## src/rtl/baud_pkg.sv

```systemverilog
// Shared constants, types and reset-divisor helper for the UART baud-tick generator.
package baud_pkg;

    localparam int FRAC_W    = 4;
    localparam int DIV_W_DEF = 16;

    typedef logic [DIV_W_DEF-1:0] baud_div_t;

    // Clock cycles per oversample tick, truncated; 0 for nonsensical arguments.
    function automatic int calc_div(input int clk_freq, input int baud, input int os);
        if (baud <= 0 || os <= 0) begin
            return 0;
        end
        return clk_freq / (baud * os);
    endfunction

endpackage

```

## src/rtl/baud_prescaler.sv

```systemverilog
// Divisor counter with shadowed divisor update; emits the oversample tick.
// Optional BAUD_FRAC_EN adds a fractional-divisor accumulator (div_frac port).
module baud_prescaler
    import baud_pkg::*;
#(
    parameter int DIV_W   = DIV_W_DEF,
    parameter int RST_DIV = 26
) (
    input  logic              clk,
    input  logic              srst,
    input  logic              en,
    input  logic              div_wr,
    input  logic [DIV_W-1:0]  div_in,
`ifdef BAUD_FRAC_EN
    input  logic [FRAC_W-1:0] div_frac,
`endif
    input  logic              sync,
    output logic              os_stb,
    output logic              halted,
    output logic              os_tick,
    output logic [DIV_W-1:0]  div_cur
);

    logic [DIV_W-1:0] div_cnt;
    logic [DIV_W-1:0] div_q;
    logic [DIV_W-1:0] div_pend;
    logic [DIV_W-1:0] div_next;
    logic [DIV_W-1:0] period_end;
    logic             pend;
    logic             tc;
    logic             apply;

`ifdef BAUD_FRAC_EN
    logic [FRAC_W-1:0] frac_q;
    logic [FRAC_W-1:0] frac_pend;
    logic [FRAC_W-1:0] frac_next;
    logic [FRAC_W-1:0] acc;
    logic [FRAC_W:0]   acc_sum;
    logic              extra;
`endif

    always_comb begin
        halted     = (div_q == '0);
        period_end = div_q - DIV_W'(1);
`ifdef BAUD_FRAC_EN
        // A carry from the accumulator stretches this one period by a cycle.
        if (extra) begin
            period_end = div_q;
        end
        frac_next = div_wr ? div_frac : frac_pend;
        acc_sum   = {1'b0, acc} + {1'b0, frac_q};
`endif
        // >= keeps a divisor shrunk while paused from running past its end.
        tc       = en && !halted && (div_cnt >= period_end);
        os_stb   = tc && !sync;
        apply    = pend && (sync || tc || !en || halted);
        div_next = div_wr ? div_in : div_pend;
    end

    always_ff @(posedge clk or posedge srst) begin
        if (srst) begin
            div_cnt <= '0;
            div_q   <= DIV_W'(RST_DIV);
            pend    <= 1'b0;
            os_tick <= 1'b0;
        end else begin
            os_tick <= os_stb;

            if (sync || tc || halted) begin
                div_cnt <= '0;
            end else if (en) begin
                div_cnt <= div_cnt + DIV_W'(1);
            end

            // A write coinciding with the apply edge wins over the older pending value.
            if (apply) begin
                div_q <= div_next;
                pend  <= 1'b0;
            end else if (div_wr) begin
                pend <= 1'b1;
            end
        end
    end

    always_ff @(posedge clk) begin
        if (div_wr) begin
            div_pend  <= div_in;
`ifdef BAUD_FRAC_EN
            frac_pend <= div_frac;
`endif
        end
    end

`ifdef BAUD_FRAC_EN
    always_ff @(posedge clk or posedge srst) begin
        if (srst) begin
            frac_q <= '0;
            acc    <= '0;
            extra  <= 1'b0;
        end else begin
            if (apply) begin
                frac_q <= frac_next;
            end
            if (sync) begin
                acc   <= '0;
                extra <= 1'b0;
            end else if (tc) begin
                acc   <= acc_sum[FRAC_W-1:0];
                extra <= acc_sum[FRAC_W];
            end
        end
    end
`endif

    assign div_cur = div_q;

endmodule

```

## src/rtl/baud_tick_gen.sv

```systemverilog
// Programmable UART baud-tick generator: oversample tick, bit tick and bit phase.
// Define BAUD_FRAC_EN to add the div_frac input for fractional divisors.
module baud_tick_gen
    import baud_pkg::*;
#(
    parameter int CLK_FREQ   = 1000000,
    parameter int BAUD_RATE  = 2400,
    parameter int OVERSAMPLE = 16,
    parameter int DIV_W      = DIV_W_DEF,
    parameter int RST_DIV    = calc_div(CLK_FREQ, BAUD_RATE, OVERSAMPLE)
) (
    input  logic                          clk,
    input  logic                          srst,
    input  logic                          en,
    input  logic                          div_wr,
    input  logic [DIV_W-1:0]              div_in,
`ifdef BAUD_FRAC_EN
    input  logic [FRAC_W-1:0]             div_frac,
`endif
    input  logic                          sync,
    output logic                          os_tick,
    output logic                          bit_tick,
    output logic [$clog2(OVERSAMPLE)-1:0] bit_phase,
    output logic [DIV_W-1:0]              div_cur
);

    localparam int              PH_W    = $clog2(OVERSAMPLE);
    localparam logic [PH_W-1:0] OS_LAST = PH_W'(OVERSAMPLE - 1);

    logic            os_stb;
    logic            halted;
    logic [PH_W-1:0] os_cnt;

    baud_prescaler #(
        .DIV_W   (DIV_W),
        .RST_DIV (RST_DIV)
    ) u_prescaler (
        .clk      (clk),
        .srst     (srst),
        .en       (en),
        .div_wr   (div_wr),
        .div_in   (div_in),
`ifdef BAUD_FRAC_EN
        .div_frac (div_frac),
`endif
        .sync     (sync),
        .os_stb   (os_stb),
        .halted   (halted),
        .os_tick  (os_tick),
        .div_cur  (div_cur)
    );

    // os_cnt moves on the same edge that raises os_tick, so bit_phase lines up with it.
    always_ff @(posedge clk or posedge srst) begin
        if (srst) begin
            os_cnt   <= '0;
            bit_tick <= 1'b0;
        end else if (sync || halted) begin
            os_cnt   <= '0;
            bit_tick <= 1'b0;
        end else begin
            bit_tick <= os_stb && (os_cnt == OS_LAST);
            if (os_stb) begin
                os_cnt <= (os_cnt == OS_LAST) ? '0 : os_cnt + PH_W'(1);
            end
        end
    end

    assign bit_phase = os_cnt;

endmodule

```

## config.mk

```make
export PLATFORM = sky130hd
export DESIGN_NAME = baud_tick_gen
export DESIGN_NICKNAME = d
export VERILOG_FILES = /design/src/rtl/baud_pkg.sv /design/src/rtl/baud_prescaler.sv /design/src/rtl/baud_tick_gen.sv
export SDC_FILE = /design/constraint.sdc
export NUM_CORES = 1
export LEC_CHECK = 0
export CORE_MARGIN = 1.5
export CORE_UTILIZATION = 49
export CTS_CLUSTER_DIAMETER = 200
export DETAILED_ROUTE_END_ITERATION = 12
export GPL_ROUTABILITY_DRIVEN = 0
export PLACE_DENSITY = 0.77
export SETUP_SLACK_MARGIN = 0.1
export SLEW_MARGIN = 30
export SYNTH_ARGS = -nofsm -noshare
export SYNTH_HDL_FRONTEND = slang
export SYNTH_SLANG_ARGS = --single-unit
```

## constraint.sdc

```tcl
create_clock -name clk -period 4.1 [get_ports clk]
set_input_delay 0.615 -clock clk [delete_from_list [all_inputs] [get_ports clk]]
set_output_delay 0.615 -clock clk [all_outputs]
set_load 0.01 [all_outputs]
```

==> flow_summary.ini <==
[run_status]
status = finished clean

[logic_synthesis]
ys_seq_area_frac = 0.451
synth_warnings = 0
synth_top_area_frac = 0.313
synth_top_area_cell = dfrtp_1
yosys.cell_count.top_type = dfrtp_1
ys.flop_type = dfrtp_1
ys_async_sr_fraction = 0.709
avgSynthCellArea_um2 = 11.1
synth_edf_count = 0
synth_commonest_cells = dfrtp_1 (36), nor2_1 (28), mux2_2 (22)
synth_area_um2 = 2880
synthTopCellsByArea = dfrtp_1 (31%), dfxtp_1 (11%), mux2_2 (8.6%)
ys_ff_latch = 55
syn_nets = 299
synth_cell_types = 41
syn-instance-count = 259

[timing]
slew_violations = 0
worst_pin_slew_ns = 0.820
fin_crit_ns = 4.02
period_share = 0.979
slew_headroom = 0.452
hold_violations = 0
fin_ws_ns = 0.0849
setup_viol_count_final = 0
fmax_mhz = 249
clock_skew_ns = 0.00645
fin_tns_setup_ns = 0
rsz0062_at_grt = yes

[die]
start_util = 0.514
dieArea_um2 = 6350
ioPinCount = 43
fp.dieH_um = 79.7
die_width_um = 79.7
core.rowCount = 27
coreArea_um2 = 5610

[drt]
wl_per_cell_um = 14.7
drt-initial-drc-count = 136
drc_errors = 0
avgViaCountPerCell = 5.38
ant_nets = 0
drt_pass1_iterations = 4
vias = 2082
wirelength_um = 5690

[critical_path]
startpoint_type = flip-flop
arrival_ns = 4.22
critical_path_class = reg2reg
critPathMaxStageDelay_ns = 0.50
end_kind = flip-flop
worstPathCellList = or3_4, or4_4, nor3_4, nand2b_1, nor4_2, xnor2_1, ha_1, nand4_1, nor3_2, or4b_4, and3_4, a31oi_4, buf_6, mux2_2
worstPathMaxFanout = 6
required_ns = 4.31
cp_slowest_cell = or4b_4

[pwr]
power_density_nw_per_um2 = 406
worst_ir_drop_vdd_mv = 0.255
leakage_nw = 1.56

[flow_run]
cap_viol_max_count = 0

[layout]
drive_above_1_share = 0.222
fin_cells = 387
ff_latch_area_um2 = 1300
num_antenna_cells = 0
post-route-util = 0.649
multiInputGateArea_um2 = 1570
area_growth_pct = 26.3
nFillCells = 463
nNetsFinal = 354

[place]
dp_cells = 373
place_ws_ns = 0.0571
io_buffers = 42
dpl.hpwl_um = 4150

[grt]
grt-ovfl-total = 0
grt.total_usage = 0.195
grt_pass1_wl_um = 9590
grt_max_degree = 40
grt_pass1_vias = 1999
antenna_found_initial = 0

[clock_tree]
cts_tree = done
clkTransAtPathRegs_ns = 0.10
cts_buffer_depth = 2
cts.htree.levels = 2
clock_latency_ns = 0.31
root_buffer = clkbuf_8
cts_buffers = 5
cts.sinks = 55
holdBufCountCts = 0

[worst_hold_path]
hp-class = reg2reg
## cell type report
class | instances | share of cell area
Multi-Input combinational cell | 189 | 0.431
Clock buffer | 5 | 0.0189
Inverter | 8 | 0.00825
Clock inverter | 3 | 0.0120
Tap cell | 72 | 0.0248
Timing Repair Buffer | 55 | 0.147
Sequential cell | 55 | 0.358
## metrics by stage
step / hold WS [ns] / cell area, um^2 / total power, mW
floorplan: 0.447 / 2920 / 0.936
global placement: 0.454 / 3440 / 1.10
detailed placement: 0.461 / 3440 / 1.11
CTS: 0.487 / 3590 / 1.49
global route: 0.501 / 3640 / 1.56
finish: 0.482 / 3640 / 1.48
## logic make-up after synthesis
group                    synth area share
flip-flops                          0.451
AO/OA/AOI/OAI                      0.0521
AND/OR/NAND/NOR                     0.158
XOR/XNOR                           0.0881
multiplexers                        0.141
adder cells (fa/ha/maj)            0.0825
buffers and inverters              0.0265
## state kept, by name, indices dropped and copies added (netlist names)
| signal | count |
|---|---|
| u_prescaler.div_cnt | 16 |
| u_prescaler.div_cur | 16 |
| u_prescaler.div_pend | 16 |
| bit_phase | 4 |
| bit_tick | 1 |
| u_prescaler.os_tick | 1 |
| u_prescaler.pend | 1 |
## placed cells by master, fill, tap and decap left out, types with 9 or more instances in the layout
cell type / netlist / layout
clkdlybuf4s50_1: 0 / 42
dfrtp_1: 36 / 35
nor2_1: 28 / 28
ha_1: 19 / 19
mux2_2: 22 / 18
xnor2_1: 16 / 16
dfxtp_1: 16 / 16
nand2_1: 15 / 15
mux2_4: 10 / 14
xor2_1: 13 / 13
nand3_1: 9 / 9
buf_4: 1 / 9
## where the power goes
group          leakage, nW  total (mW)  internal, mW  switching, mW
registers            0.636       0.684         0.609         0.0758
clock network       0.0581       0.359         0.182          0.177
logic                0.867       0.435         0.259          0.176
total                 1.56        1.48          1.05          0.428
## worst max-delay path: cells and delay by family, from the launching register on
kind	cells	cell delay, ns
fa+ha+maj	1	0.30
compound gates	1	0.21
mux	1	0.33
simple gates	9	2.37
buf+inv	1	0.17
flops	1	0.41
xor+xnor	1	0.11
## worst paths after layout
check	start	end	slack (ns)	cells past startpoint
max in group asynchronous	srst	u_prescaler.div_cur[4]$_DFFE_PP1P_	3.01	3
worst max-delay path	u_prescaler.div_cur[2]$_DFFE_PP0P_	u_prescaler.div_cur[11]$_DFFE_PP0P_	0.08	14
worst min-delay path	u_prescaler.pend$_DFFE_PP0P_	u_prescaler.pend$_DFFE_PP0P_	0.48	1
worst min register to register	u_prescaler.pend$_DFFE_PP0P_	u_prescaler.pend$_DFFE_PP0P_	0.48	1
worst max register to register	u_prescaler.div_cur[2]$_DFFE_PP0P_	u_prescaler.div_cur[11]$_DFFE_PP0P_	0.08	14
min in group asynchronous	srst	u_prescaler.div_cnt[10]$_DFFE_PP0P_	0.72	3
## what timing repair did
item,CTS,global route
resized for setup,8,7
gates cloned,0,1
pin swaps,1,4
buffers inserted,2,3
setup endpoints to repair,17,36
## metal layers
layer / share of wire / track usage
met5: 0 / 0
met2: 0.48 / 0.307
met1: 0.46 / 0.267
met4: 0.011 / 0.0579
met3: 0.044 / 0.0434
Note: power is estimated with default switching activity, not from simulation.
